### src/rtl/hazard_pkg.sv
// -----------------------------------------------------------------------------
// hazard_pkg
// Shared types and constants for the hazard stall unit.
//   state_t       : stall-controller FSM states
//   hazard_dbg_t  : debug snapshot exported by the top (FSM state + detector)
//   *_STALL       : stall lengths (cycles) for the hazard classes that
//                   forwarding cannot cover
//   REG_W_DEFAULT : default register-specifier width
//   sat_inc32     : saturating 32-bit increment used by the stall statistics
// -----------------------------------------------------------------------------
package hazard_pkg;

    localparam int REG_W_DEFAULT = 5;

    // Stall lengths, expressed as the number of bubble cycles required.
    localparam logic [1:0] NO_STALL          = 2'd0;
    localparam logic [1:0] LOAD_USE_STALL    = 2'd1;
    localparam logic [1:0] LOAD_BRANCH_STALL = 2'd2;
    localparam logic [1:0] ALU_BRANCH_STALL  = 2'd1;

    typedef enum logic [1:0] {
        RUN      = 2'd0,
        HOLD     = 2'd1,
        MEM_WAIT = 2'd2,
        TIMEOUT  = 2'd3
    } state_t;

    typedef struct packed {
        state_t     state;
        logic       match;
        logic [1:0] stall_n;
    } hazard_dbg_t;

    function automatic logic [31:0] sat_inc32(input logic [31:0] v);
        return (v == 32'hFFFF_FFFF) ? v : v + 32'd1;
    endfunction

endpackage

### src/rtl/hazard_detect.sv
// -----------------------------------------------------------------------------
// hazard_detect
// Purely combinational hazard classifier. Compares the EX destination against
// the ID source operands and reports how many stall cycles are needed.
// Ports:
//   id_rs, id_rt      : source specifiers of the ID instruction
//   id_uses_rt        : ID instruction actually reads RT
//   id_is_branch      : ID instruction is a branch comparing in ID
//   ex_mem_read       : EX instruction is a load
//   ex_reg_write      : EX instruction writes the register file
//   ex_dest           : destination specifier of the EX instruction
//   match             : EX destination feeds an ID source (r0 excluded)
//   stall_n           : required stall length in cycles (0, 1 or 2)
// -----------------------------------------------------------------------------
module hazard_detect
    import hazard_pkg::*;
#(
    parameter int REG_W = REG_W_DEFAULT
)(
    input  logic [REG_W-1:0] id_rs,
    input  logic [REG_W-1:0] id_rt,
    input  logic             id_uses_rt,
    input  logic             id_is_branch,
    input  logic             ex_mem_read,
    input  logic             ex_reg_write,
    input  logic [REG_W-1:0] ex_dest,
    output logic             match,
    output logic [1:0]       stall_n
);

    // Register 0 is hard-wired to zero, so writing it never creates a hazard.
    assign match = (ex_dest != '0) &&
                   ((ex_dest == id_rs) || (id_uses_rt && (ex_dest == id_rt)));

    // A load result is available only after MEM, so a branch comparing in ID
    // needs two bubbles; an ALU result reaching a branch in ID needs one.
    // ALU results feeding non-branch consumers are handled by forwarding.
    always_comb begin
        stall_n = NO_STALL;
        if (match) begin
            if (ex_mem_read) begin
                stall_n = id_is_branch ? LOAD_BRANCH_STALL : LOAD_USE_STALL;
            end else if (ex_reg_write && id_is_branch) begin
                stall_n = ALU_BRANCH_STALL;
            end
        end
    end

endmodule

### src/rtl/hazard_stall_unit.sv
// -----------------------------------------------------------------------------
// hazard_stall_unit
// Stall / flush / freeze controller that sits beside the ID stage.
// Handles hazards that forwarding cannot resolve by stalling PC and IF/ID and
// bubbling ID/EX, flushes IF/ID on taken branches, and freezes every pipeline
// register while a multi-cycle data-memory access is outstanding.
//
// Ports:
//   clk, reset                 : clock (rising edge), async active-high reset
//   id_rs, id_rt, id_uses_rt   : ID source operands
//   id_is_branch, branch_taken : ID branch info
//   ex_mem_read, ex_reg_write,
//   ex_dest                    : EX instruction write-back info
//   mem_req, mem_ready         : MEM-stage data-memory handshake
//   pc_write, ifid_write       : PC / IF-ID write enables
//   idex_bubble                : clear ID/EX control bits
//   ifid_flush                 : squash IF/ID instruction
//   pipe_freeze                : hold every pipeline register
//   mem_timeout                : sticky error, memory never became ready
//   stall_cycles               : stall statistics (0 unless stats enabled)
//   dbg                        : FSM state and detector results for checkers
//
// Memory handshake: an access is outstanding in every cycle where
// mem_req=1 and mem_ready=0; the cycle with mem_ready=1 completes it and is
// still a frozen cycle.
//
// Build option: define HAZARD_STALL_STATS_EN to build the saturating count of
// cycles with pc_write=0. Without it stall_cycles is constant zero.
// -----------------------------------------------------------------------------
module hazard_stall_unit
    import hazard_pkg::*;
#(
    parameter int REG_W        = REG_W_DEFAULT,
    parameter int MAX_MEM_WAIT = 15,
    parameter int CNT_W        = 4
)(
    input  logic             clk,
    input  logic             reset,
    input  logic [REG_W-1:0] id_rs,
    input  logic [REG_W-1:0] id_rt,
    input  logic             id_uses_rt,
    input  logic             id_is_branch,
    input  logic             branch_taken,
    input  logic             ex_mem_read,
    input  logic             ex_reg_write,
    input  logic [REG_W-1:0] ex_dest,
    input  logic             mem_req,
    input  logic             mem_ready,
    output logic             pc_write,
    output logic             ifid_write,
    output logic             idex_bubble,
    output logic             ifid_flush,
    output logic             pipe_freeze,
    output logic             mem_timeout,
    output logic [31:0]      stall_cycles,
    output hazard_dbg_t      dbg
);

    localparam logic [CNT_W-1:0] MAX_WAIT = CNT_W'(MAX_MEM_WAIT);
    localparam logic [CNT_W-1:0] CNT_ONE  = CNT_W'(1);

    state_t           r_state;
    state_t           r_ret_state;
    logic [CNT_W-1:0] r_hold_cnt;
    logic [CNT_W-1:0] r_wait_cnt;
    logic             r_mem_timeout;

    logic             w_match;
    logic [1:0]       w_stall_n;
    logic             w_mem_stall;
    logic             w_pc_write;
    logic             w_ifid_write;
    logic             w_idex_bubble;
    logic             w_ifid_flush;
    logic             w_pipe_freeze;

    hazard_detect #(
        .REG_W (REG_W)
    ) u_detect (
        .id_rs        (id_rs),
        .id_rt        (id_rt),
        .id_uses_rt   (id_uses_rt),
        .id_is_branch (id_is_branch),
        .ex_mem_read  (ex_mem_read),
        .ex_reg_write (ex_reg_write),
        .ex_dest      (ex_dest),
        .match        (w_match),
        .stall_n      (w_stall_n)
    );

    assign w_mem_stall = mem_req && !mem_ready;

    // Mealy output decode. Freeze has top priority, then hazard stalls, then
    // branch flush; a stall suppresses the flush because the branch has not
    // actually left ID yet.
    always_comb begin
        w_pc_write    = 1'b1;
        w_ifid_write  = 1'b1;
        w_idex_bubble = 1'b0;
        w_ifid_flush  = 1'b0;
        w_pipe_freeze = 1'b0;
        case (r_state)
            RUN: begin
                if (w_mem_stall) begin
                    w_pipe_freeze = 1'b1;
                    w_pc_write    = 1'b0;
                    w_ifid_write  = 1'b0;
                end else if (w_stall_n != NO_STALL) begin
                    w_pc_write    = 1'b0;
                    w_ifid_write  = 1'b0;
                    w_idex_bubble = 1'b1;
                end else if (branch_taken) begin
                    w_ifid_flush  = 1'b1;
                end
            end
            HOLD: begin
                w_pc_write   = 1'b0;
                w_ifid_write = 1'b0;
                if (w_mem_stall) begin
                    w_pipe_freeze = 1'b1;
                end else begin
                    w_idex_bubble = 1'b1;
                end
            end
            MEM_WAIT, TIMEOUT: begin
                w_pipe_freeze = 1'b1;
                w_pc_write    = 1'b0;
                w_ifid_write  = 1'b0;
            end
            default: begin
                w_pc_write   = 1'b1;
                w_ifid_write = 1'b1;
            end
        endcase
    end

    // Reset forces a free-running pipeline view regardless of inputs.
    assign pc_write    = reset ? 1'b1 : w_pc_write;
    assign ifid_write  = reset ? 1'b1 : w_ifid_write;
    assign idex_bubble = reset ? 1'b0 : w_idex_bubble;
    assign ifid_flush  = reset ? 1'b0 : w_ifid_flush;
    assign pipe_freeze = reset ? 1'b0 : w_pipe_freeze;
    assign mem_timeout = r_mem_timeout;

    assign dbg.state   = r_state;
    assign dbg.match   = w_match;
    assign dbg.stall_n = w_stall_n;

    always_ff @(posedge clk or posedge reset) begin
        if (reset) begin
            r_state       <= RUN;
            r_ret_state   <= RUN;
            r_hold_cnt    <= '0;
            r_wait_cnt    <= '0;
            r_mem_timeout <= 1'b0;
        end else begin
            case (r_state)
                RUN: begin
                    if (w_mem_stall) begin
                        r_state     <= MEM_WAIT;
                        r_wait_cnt  <= CNT_ONE;
                        r_ret_state <= RUN;
                    end else if (w_stall_n > 2'd1) begin
                        // The current cycle is the first bubble; HOLD covers
                        // the remaining ones.
                        r_state    <= HOLD;
                        r_hold_cnt <= CNT_W'(w_stall_n - 2'd1);
                    end
                end
                HOLD: begin
                    if (w_mem_stall) begin
                        // Remaining bubbles are kept for after the freeze.
                        r_state     <= MEM_WAIT;
                        r_wait_cnt  <= CNT_ONE;
                        r_ret_state <= HOLD;
                    end else begin
                        r_hold_cnt <= r_hold_cnt - CNT_ONE;
                        if (r_hold_cnt <= CNT_ONE) begin
                            r_state <= RUN;
                        end
                    end
                end
                MEM_WAIT: begin
                    if (mem_ready) begin
                        r_state    <= r_ret_state;
                        r_wait_cnt <= '0;
                    end else if (r_wait_cnt == MAX_WAIT) begin
                        r_mem_timeout <= 1'b1;
                        r_state       <= TIMEOUT;
                    end else begin
                        r_wait_cnt <= r_wait_cnt + CNT_ONE;
                    end
                end
                TIMEOUT: begin
                    // Terminal until reset.
                    r_state <= TIMEOUT;
                end
                default: begin
                    r_state <= RUN;
                end
            endcase
        end
    end

`ifdef HAZARD_STALL_STATS_EN
    logic [31:0] r_stall_cycles;

    always_ff @(posedge clk or posedge reset) begin
        if (reset) begin
            r_stall_cycles <= '0;
        end else if (!w_pc_write) begin
            r_stall_cycles <= sat_inc32(r_stall_cycles);
        end
    end

    assign stall_cycles = r_stall_cycles;
`else
    assign stall_cycles = '0;
`endif

endmodule

### config.mk
export PLATFORM = sky130hd
export DESIGN_NAME = hazard_stall_unit
export DESIGN_NICKNAME = d
export VERILOG_FILES = /design/src/rtl/hazard_pkg.sv /design/src/rtl/hazard_detect.sv /design/src/rtl/hazard_stall_unit.sv
export SDC_FILE = /design/constraint.sdc
export NUM_CORES = 1
export LEC_CHECK = 0
export ABC_AREA = 1
export BUFFER_PORTS_ARGS = -buffer_cell sky130_fd_sc_hd__buf_4
export CAP_MARGIN = 10
export CORE_ASPECT_RATIO = 1.4
export CORE_MARGIN = 2
export CORE_UTILIZATION = 30
export CTS_CLUSTER_SIZE = 40
export DETAILED_ROUTE_END_ITERATION = 10
export GPL_TIMING_DRIVEN = 0
export PLACE_DENSITY = 0.62
export RECOVER_POWER = 50
export SETUP_SLACK_MARGIN = 0.4
export SLEW_MARGIN = 20
export SYNTH_ARGS = -nofsm -noshare
export SYNTH_HDL_FRONTEND = slang
export SYNTH_HIERARCHICAL = 1
export SYNTH_SLANG_ARGS = --single-unit
### constraint.sdc
create_clock -name clk -period 4.8 [get_ports clk]
set_input_delay 0.96 -clock clk [delete_from_list [all_inputs] [get_ports clk]]
set_output_delay 0.96 -clock clk [all_outputs]
set_load 0.01 [all_outputs]
==> flow_summary.yaml, run 1 <==
run_status:
  status: "finished clean"
setup_path:
  cp_max_fo: 3
  start_kind: "primary input"
  crit_type: "primary input to primary output"
  crit_path_max_incr_delay_ns: 0.20
  cp_num_buf_inv: 6
  cp.required_ns: 3.84
  cp_slowest_cell: "ha_1"
  end_kind: "primary output"
  cp_common_cell: "nand2_1"
  worst_path_dominant_cell_family: "simple AND/OR/NAND/NOR gates"
  path_cells: "buf_4 -> inv_1 -> nor2_1 -> nor2_2 -> nand3_1 -> nand2_1 -> nand2_2 -> nor2_1 -> inv_1 -> ha_1 -> nand2_1 -> inv_1 -> nand2_1 -> nand2_1 -> buf_4 -> buf_4"
  arrival_ns: 2.58
clock_network:
  path_clk_slew_ns: 0.05
  htreeDepth: 1
  cts_hold_buf: 0
  cts.root.buffer_cell: "clkbuf_8"
  numCtsBuffers: 3
  post-cts-setup-buffer-count: 0
  cts.sinks: 12
  ctsResizeCount: 0
  cts_buffer_depth: 2
  clock_latency_ns: 0.24
  cts_tree: "yes"
cells_and_area:
  drive_gt1_share_pct: 31.32
  fin_area_sq_um: 1834
  area_growth_pct: 36.37
  diodes: 0
  seqCellArea_sq_um: 300.3
  fin_nets: 312
  fill_cells: 489
  multi_input_area_sq_um: 752.0
logic_synthesis:
  synthTopCellsByArea: "dfrtp_1 22%, buf_4 19%, nand2_1 16%, inv_1 8.4%, nor2_1 6.1%"
  synth_cell_types: 22
  ys_ff_latch: 12
  postSynthCellCount: 212
  yosysTopAreaCell: "dfrtp_1"
  syn_area_sq_um: 1345
  yosysWarnings: 6
  synth-xor-area-share_pct: 0.6512
  synth-compound-area-share_pct: 5.209
  synth_top_family_by_area: "simple AND/OR/NAND/NOR gates"
  syn_avg_cell_area_sq_um: 6.345
  synthSimpleGateAreaFrac_pct: 35.91
  yosys.area.top_type_share_pct: 22.33
  synth_fa_ha_area_share_pct: 5.581
  synthMuxAreaShare_pct: 0
  synth_seq_area_share_pct: 22.33
global_routing:
  grt_first_pass_wirelength_mm: 4.243
  grt_max_degree: 14
  antenna_found_initial: 0
  grt_pass1_vias: 1113
  grt.overflow.total: 0
  grt_usage_pct: 10.28
floorplanning:
  core_area_sq_um: 4274
  dieArea_sq_um: 5043
  die_x_um: 60.59
  rows: 28
  die_y_um: 83.23
  boundaryPins: 67
  start_util_pct: 31.47
sta:
  setup_viol: 0
  fmax_mhz: 282.7
  period_minus_slack_ns: 3.537
  fin_worst_skew_ns: 0.0005051
  hold_viol: 0
  relSlewSlack_pct: 65.14
  fin_crit_sh_pct: 73.70
  slew_viol_final: 0
  tns_ns: 0
  worst_pin_slew_ns: 0.5223
  rsz0062_at_grt: "false"
routing:
  drc_errors: 0
  ant_nets: 0
  drt-initial-drc-count: 54
  wirelength_mm: 2.592
  via_count: 1282
  via_per_inst: 3.760
  drtPass1Iterations: 4
  avgRoutedWirePerCell_um: 7.601
placement:
  gp_congestion: 0.7596
  portBuffers: 34
  dpl.hpwl_mm: 2.290
  placed_area_sq_um: 1792
pwr:
  p_sw_share_pct: 42.11
  combPwrFrac_pct: 51.5
  p_total_w: 0.0005748
  intPower_w: 0.0003328
  power.net_switching_w: 0.0002421
  p_per_area_nw_per_um2: 313.4
  p_seq_share_pct: 29.1
  ir_drop_mv: 0.1114
  clkPwrFrac_pct: 19.4
  leakagePower_nw: 1.126
run:
  max_cap_violations: 0
hold_path:
  hp-class: "register to register"
logic make-up after synthesis:
logic type | count (synthesis)
buffers and inverters | 71
and+or+nand+nor | 107
other | 1
xor gates and xnor gates | 1
AOI/OAI and AO/OA | 14
DFF | 12
adders and majority gates | 6
synthesized netlist by cell type, drive strengths merged:
cell type / number
nor3b: 1
nand3: 9
nand2: 65
nor2: 25
buf: 34
dfrtp: 12
nand4: 3
inv: 35
o21ai: 10
nand3b: 1
clkinv: 2
or2: 1
nor3: 2
conb: 1
ha: 6
a21oi: 4
xnor2: 1
tightest hold or removal path, stage by stage, from the launching register on:
cell	delay [ns]
dfrtp_1	0.34
inv_1	0.04
nand2_1	0.05
power groups by stage:
stage	clock network, W	registers (W)	logic [W]
floorplan	0	0.000165	0.000222
global placement	0	0.000168	0.000300
detailed placement	0	0.000169	0.000301
CTS	0.000115	0.000167	0.000302
global route	0.000122	0.000174	0.000338
finish	0.000112	0.000167	0.000296
metal layers:
layer | wire, um | global-route usage, %
met1 | 1011 | 10.83
met2 | 1441 | 20.04
met3 | 121 | 1.402
met4 | 18 | 2.372
met5 | 0 | 0
path summary, 6_finish.rpt:
kind | depth (start not counted) | from | slack, ns | end
max in group asynchronous | 2 | reset | 3.66 | r_hold_cnt[3]
min in group asynchronous | 2 | reset | 0.80 | r_state[1]
min reg2reg | 2 | mem_timeout | 0.46 | mem_timeout
min | 2 | mem_timeout | 0.46 | mem_timeout
max | 16 | ex_dest[0] | 1.26 | pc_write
max reg2reg | 8 | r_state[0] | 3.41 | r_wait_cnt[3]
metrics by stage:
stage,instances,setup slack (ns),hold slack (ns),util [%]
floorplan,243,1.468,0.4444,-
global placement,337,1.278,0.4491,41.92
detailed placement,337,1.246,0.4516,41.92
CTS,341,1.244,0.4666,43.21
global route,341,1.025,0.5024,42.92
finish,341,1.263,0.4599,42.92
cells in the final DEF, fill, tap and decap left out, types with 2 or more instances in the layout:
cell / netlist / final
buf_4: 34 / 66
nand2_1: 56 / 57
conb_1: 1 / 32
inv_1: 30 / 31
nor2_1: 22 / 23
dfrtp_1: 12 / 12
o21ai_0: 9 / 9
nand3_1: 9 / 9
ha_1: 6 / 6
nand2_2: 6 / 5
inv_2: 5 / 4
a21oi_1: 4 / 4
clkbuf_8: 0 / 4
nand4_1: 3 / 3
nand2_4: 3 / 3
clkinv_4: 2 / 2
nor2_2: 3 / 2
nor3_1: 2 / 2
clkbuf_1: 0 / 2
registers in the layout (all words and copies together), names as in the netlist:
name         cells
r_hold_cnt       4
mem_timeout      1
r_ret_state      1
r_wait_cnt       4
r_state          2
layout make-up:
cell class                      count  share of cell area, %
Tap cell                           60                  4.093
Sequential cell                    12                  16.37
Inverter                           37                  8.117
Timing Repair Buffer               34                  13.51
Clock buffer                        4                  3.001
Buffer                             34                  13.92
Multi-Input combinational cell    160                  41.00
(Power assumes the default switching activity.)
==> run 2: changes to the inputs <==
--- a/config.mk
+++ b/config.mk
@@ -5,7 +5,7 @@
 export SDC_FILE = /design/constraint.sdc
 export NUM_CORES = 1
 export LEC_CHECK = 0
-export ABC_AREA = 1
+export ABC_AREA = 0
 export BUFFER_PORTS_ARGS = -buffer_cell sky130_fd_sc_hd__buf_4
 export CAP_MARGIN = 10
 export CORE_ASPECT_RATIO = 1.4
@@ -14,7 +14,7 @@
 export CTS_CLUSTER_SIZE = 40
 export DETAILED_ROUTE_END_ITERATION = 10
 export GPL_TIMING_DRIVEN = 0
-export PLACE_DENSITY = 0.62
+export PLACE_DENSITY = 0.66
 export RECOVER_POWER = 50
 export SETUP_SLACK_MARGIN = 0.4
 export SLEW_MARGIN = 20
==> constraint.sdc (replaced) <==
create_clock -name clk -period 3.22 [get_ports clk]
set_input_delay 0.644 -clock clk [delete_from_list [all_inputs] [get_ports clk]]
set_output_delay 0.644 -clock clk [all_outputs]
set_load 0.01 [all_outputs]
==> flow_summary.yaml, run 2 <==
cells_and_area:
  final_cell_mix: "62 x buf_4, 32 x conb_1, 12 x buf_6, 12 x dfrtp_1"
  diodes: 0
  fill_cells: 399
  seqCellArea_sq_um: 300.3
  final_common_cell: "buf_4"
  multi_input_area_sq_um: 748.2
  area_growth_pct: 55.06
  fin_nets: 252
  fin_area_sq_um: 1822
  reg_top3: "r_hold_cnt: 4 flops, r_wait_cnt: 4 flops, r_state: 2 flops"
  drive_gt1_share_pct: 42.99
logic_synthesis:
  yosysTopAreaCell: "dfrtp_1"
  synth_fa_ha_area_share_pct: 6.390
  synth_seq_area_share_pct: 25.56
  yosys.area.top_type_share_pct: 25.56
  synth-compound-area-share_pct: 14.27
  ys_ff_latch: 12
  synth_top_family_by_area: "buffers and inverters"
  synthTopCellsByCount: "34 x buf_4, 12 x dfrtp_1, 12 x nor2_1"
  postSynthCellCount: 143
  synth_cell_types: 38
  synth-edff-count: 0
  syn_area_sq_um: 1175
  yosysWarnings: 6
  synthMuxAreaShare_pct: 2.769
  synthTopCellsByArea: "dfrtp_1 26%, buf_4 22%, xor2_1 6.7%, ha_1 6.4%, nor2_1 3.8%"
  synth-xor-area-share_pct: 7.455
  ys.flop_type: "dfrtp_1"
  synth.most_common_cell: "buf_4"
  synthSimpleGateAreaFrac_pct: 17.78
  async_reset_ff_share_pct: 100.0
  syn_avg_cell_area_sq_um: 8.216
setup_path:
  cp_num_buf_inv: 4
  arrival_ns: 2.31
  start_kind: "primary input"
  crit_path_max_incr_delay_ns: 0.29
  cp_common_cell: "buf_6"
  cp_slowest_cell: "nor4_1"
  worst_path_dominant_cell_family: "simple AND/OR/NAND/NOR gates"
  end_kind: "primary output"
  cp_max_fo: 3
  path_cells: "buf_6 -> xor2_1 -> nor4_1 -> a32oi_1 -> nor2_2 -> inv_2 -> ha_4 -> nor2b_4 -> nand2_2 -> nand2_2 -> buf_6 -> buf_6"
  cp.required_ns: 2.58
  crit_type: "primary input to primary output"
clock_network:
  cts_tree: "yes"
  cts_buffer_depth: 2
  numCtsBuffers: 3
  cts.sinks: 12
  cts.root.buffer_cell: "clkbuf_8"
  htreeDepth: 1
  path_clk_slew_ns: 0.05
  clock_latency_ns: 0.24
sta:
  fmax_mhz: 338.8
  worst_pin_slew_ns: 0.5121
  slew_viol_final: 0
  fin_crit_sh_pct: 91.68
  rsz0062_at_grt: "true"
  period_minus_slack_ns: 2.952
  relSlewSlack_pct: 65.82
  setup_viol: 0
  hold_viol: 0
  tns_ns: 0
  fin_worst_skew_ns: 0.001012
floorplanning:
  core_area_sq_um: 3709
  rows: 26
  dieArea_sq_um: 4440
  die_y_um: 78.05
  start_util_pct: 31.68
  boundaryPins: 67
  die_x_um: 56.89
hold_path:
  hp-class: "primary input to async pin"
routing:
  drtPass1Iterations: 6
  ant_nets: 0
  avgRoutedWirePerCell_um: 9.513
  via_per_inst: 4.270
  via_count: 1123
  drt-initial-drc-count: 25
  wirelength_mm: 2.502
  drc_errors: 0
pwr:
  power.net_switching_w: 0.0003387
  clkPwrFrac_pct: 19.5
  p_total_w: 0.0008565
  combPwrFrac_pct: 48.2
  ir_drop_mv: 0.4875
  p_per_area_nw_per_um2: 470.1
  intPower_w: 0.0005177
  p_seq_share_pct: 32.4
  p_sw_share_pct: 39.55
  leakagePower_nw: 0.9552
global_routing:
  grt.overflow.total: 0
  grt_first_pass_wirelength_mm: 4.029
  antenna_found_initial: 0
  grt_usage_pct: 11.19
  grt_pass1_vias: 1012
  grt_max_degree: 15
run:
  max_cap_violations: 0
placement:
  gp_congestion: 0.7622
  portBuffers: 33
  dpl.hpwl_mm: 1.957
  placed_area_sq_um: 1609
run_status:
  status: "finished clean"
[run 2: final cells by class]
type / instances / share of cell area (%)
Multi-Input combinational cell: 117 / 41.07
Buffer: 36 / 14.70
Tap cell: 42 / 2.885
Sequential cell: 12 / 16.48
Inverter: 9 / 1.854
Clock buffer: 4 / 3.022
Timing Repair Buffer: 43 / 19.99
[run 2: cell families (layout without fill, tap and decap cells)]
| group | after synthesis | count (layout) |
|---|---|---|
| compound gates | 25 | 25 |
| xor+xnor | 10 | 10 |
| fa+ha+maj | 6 | 6 |
| buf+inv | 45 | 92 |
| flops | 12 | 12 |
| mux | 3 | 3 |
| other cells | 1 | 32 |
| simple gates | 41 | 41 |
[run 2: routing by layer]
metal  share of wire (%)  track usage [%]  vias up
met5                   0                0        -
met4                 1.8            4.884        0
li1                    -                -      576
met1                  37            11.71      490
met2                  51            20.69       53
met3                 9.9            2.636        4
[run 2: power groups by stage]
| stage | Sequential [W] | Clock (W) | Combinational [W] |
|---|---|---|---|
| 6_report | 0.000277 | 0.000167 | 0.000412 |
| 5_1_grt | 0.000288 | 0.000175 | 0.000467 |
| 2_1_floorplan | 0.000265 | 0 | 0.000279 |
| 3_3_place_gp | 0.000273 | 0 | 0.000384 |
| 4_1_cts | 0.000278 | 0.000168 | 0.000406 |
| 3_5_place_dp | 0.000276 | 0 | 0.000389 |
[run 2: repair_timing]
item                                    4_1_cts  5_1_grt
hold buffers                                  0        0
resized for setup                            10       14
gates cloned                                  0        0
pin swaps                                     8        9
endpoints found under the setup margin        4        6
buffers inserted                             10        0
[run 2: worst paths after layout]
path	cells after the start	endpoint	start	slack [ns]
max	12	pc_write	id_rt[2]	0.27
min in group clk	1	mem_timeout	mem_timeout	0.48
min	2	r_state[1]	reset	0.45
max in group asynchronous	2	r_wait_cnt[1]	reset	2.43
max reg2reg	6	r_state[0]	r_hold_cnt[0]	1.75
min reg2reg	1	mem_timeout	mem_timeout	0.48
[run 2: worst reg2reg max path: stages, from the launching register on]
cell,delay (ns)
dfrtp_1,0.42
inv_1,0.09
ha_1,0.19
nor2_1,0.05
or4_1,0.41
o211ai_1,0.11
a21oi_1,0.08
[run 2: per-stage QoR]
stage / hold WS [ns] / util (%) / setup slack, ns / instances
2_1_floorplan: 0.4740 / - / 0.4016 / 174
3_3_place_gp: 0.4662 / 43.39 / 0.03660 / 249
3_5_place_dp: 0.4689 / 43.39 / 0.04283 / 249
4_1_cts: 0.4780 / 47.77 / 0.2419 / 263
5_1_grt: 0.4986 / 49.12 / 0.1428 / 263
6_report: 0.4451 / 49.12 / 0.2680 / 263
==> run 3: changes to the inputs <==
--- a/config.mk
+++ b/config.mk
@@ -7,14 +7,16 @@
 export LEC_CHECK = 0
 export ABC_AREA = 0
 export BUFFER_PORTS_ARGS = -buffer_cell sky130_fd_sc_hd__buf_4
-export CAP_MARGIN = 10
+export CAP_MARGIN = 20
+export CELL_PAD_IN_SITES_DETAIL_PLACEMENT = 1
+export CELL_PAD_IN_SITES_GLOBAL_PLACEMENT = 1
 export CORE_ASPECT_RATIO = 1.4
 export CORE_MARGIN = 2
-export CORE_UTILIZATION = 30
+export CORE_UTILIZATION = 27
 export CTS_CLUSTER_SIZE = 40
 export DETAILED_ROUTE_END_ITERATION = 10
 export GPL_TIMING_DRIVEN = 0
-export PLACE_DENSITY = 0.66
+export PLACE_DENSITY = 0.81
 export RECOVER_POWER = 50
 export SETUP_SLACK_MARGIN = 0.4
 export SLEW_MARGIN = 20
==> flow_summary.yaml, run 3 (synthesized netlist as in run 2, its figures left out) <==
run_status:
  status: "finished clean"
sta:
  rsz0062_at_grt: "true"
  fin_hold_ws_ns: 0.4661
  fmax_mhz: 334.0
  fin_worst_skew_ns: 0.003771
  worst_pin_slew_ns: 0.5475
  slew_viol_final: 0
  tns_ns: 0
  hold_viol: 0
  period_minus_slack_ns: 2.994
  fin_crit_sh_pct: 92.99
  setup_viol: 0
  relSlewSlack_pct: 63.46
global_routing:
  grt_usage_pct: 12.91
  antenna_found_initial: 0
  grt_pass1_vias: 1161
  grt_first_pass_wirelength_mm: 4.761
  grt_max_degree: 15
  grt.overflow.total: 0
floorplanning:
  boundaryPins: 67
  die_y_um: 82.05
  start_util_pct: 27.95
  rows: 28
  dieArea_sq_um: 4902
  core_area_sq_um: 4204
  die_x_um: 59.75
placement:
  gp_congestion: 0.7306
  portBuffers: 33
  placed_area_sq_um: 1613
  dpl.hpwl_mm: 2.410
cells_and_area:
  multi_input_area_sq_um: 755.7
  fin_nets: 254
  reg_top3: "r_hold_cnt: 4 flops, r_wait_cnt: 4 flops, r_state: 2 flops"
  fin_area_sq_um: 1826
  diodes: 0
  final_cell_mix: "71 x buf_4, 32 x conb_1, 12 x dfrtp_1"
  area_growth_pct: 55.38
  seqCellArea_sq_um: 300.3
  final_common_cell: "buf_4"
  drive_gt1_share_pct: 43.50
  fill_cells: 531
routing:
  ant_nets: 0
  via_count: 1163
  avgRoutedWirePerCell_um: 11.70
  drc_errors: 0
  drt-initial-drc-count: 40
  wirelength_mm: 3.136
  via_per_inst: 4.340
  drtPass1Iterations: 3
run:
  max_cap_violations: 0
setup_path:
  arrival_ns: 2.35
  start_kind: "primary input"
  rrSetupSlack_ns: 1.72
  cp_max_fo: 3
  end_kind: "primary output"
  crit_type: "primary input to primary output"
  cp.required_ns: 2.58
clock_network:
  path_clk_slew_ns: 0.06
  htreeDepth: 1
  cts.sinks: 12
  cts_buffer_depth: 2
  cts.root.buffer_cell: "clkbuf_8"
  clock_latency_ns: 0.25
  cts_tree: "yes"
  numCtsBuffers: 3
pwr:
  leakagePower_nw: 0.9626
  ir_drop_mv: 0.1538
  combPwrFrac_pct: 48.1
  p_sw_share_pct: 40.31
  p_per_area_nw_per_um2: 475.0
  power.net_switching_w: 0.0003495
  clkPwrFrac_pct: 19.6
  intPower_w: 0.0005176
  p_seq_share_pct: 32.3
hold_path:
  hp-class: "primary input to async pin"
[run 3: final timing paths]
kind | startpoint | end | cells after the start
min in group clk | mem_timeout | mem_timeout | 1
worst max register to register | r_state[0] | r_hold_cnt[1] | 4
max in group asynchronous | reset | r_wait_cnt[2] | 2
worst max-delay path | id_rt[2] | pc_write | 12
worst min register to register | mem_timeout | mem_timeout | 1
worst min-delay path | reset | r_state[1] | 2
[run 3: routing by layer]
metal  wire [um]  share of wire [%]  vias up  track usage [%]
li1            -                  -      576                -
met4          46                1.5        0            5.333
met5           0                  0        -                0
met3         198                6.3        5            2.362
met2        1822                 58       49            26.41
met1        1068                 34      533            11.75
[run 3: what timing repair did]
action | in CTS | in global routing
setup endpoints to repair | 4 | 6
hold buffers | 0 | 0
pin swaps | 7 | 7
resized for setup | 10 | 6
endpoints found under the hold margin | 0 | 0
buffers inserted | 10 | 2
[run 3: metrics by stage]
| stage | setup slack (ns) | power (W) | std cells | utilization (%) |
|---|---|---|---|---|
| after global placement | -0.05593 | 0.0006579 | 252 | 38.36 |
| after floorplan | 0.4016 | 0.0005438 | 174 | - |
| final | 0.2259 | 0.0008671 | 268 | 43.42 |
| after detailed placement | -0.09311 | 0.0006778 | 252 | 38.36 |
| after global routing | 0.1207 | 0.0009416 | 268 | 43.42 |
| after CTS | 0.1879 | 0.0008690 | 266 | 42.47 |
[run 3: final cells by class]
type,count,share of cell area (%)
Buffer,36,14.67
Clock buffer,4,3.016
Inverter,9,1.851
Multi-Input combinational cell,117,41.40
Sequential cell,12,16.45
Tap cell,45,3.084
Timing Repair Buffer,45,19.53
[run 3: power groups by stage]
| stage | registers (W) | clock network [W] | logic [W] |
|---|---|---|---|
| 5_1_grt | 0.000290 | 0.000182 | 0.000470 |
| 4_1_cts | 0.000281 | 0.000173 | 0.000415 |
| 6_report | 0.000280 | 0.000170 | 0.000417 |
| 2_1_floorplan | 0.000265 | 0 | 0.000279 |
| 3_5_place_dp | 0.000281 | 0 | 0.000397 |
| 3_3_place_gp | 0.000276 | 0 | 0.000382 |
[run 3: critical path, cell delays in order]
cell     delay, ns
buf_6         0.09
xor2_2        0.18
nor4_4        0.32
a32oi_2       0.18
nor2_2        0.14
inv_1         0.10
ha_4          0.17
nor2b_4       0.13
nand2_1       0.08
nand2_2       0.07
buf_6         0.14
buf_6         0.11
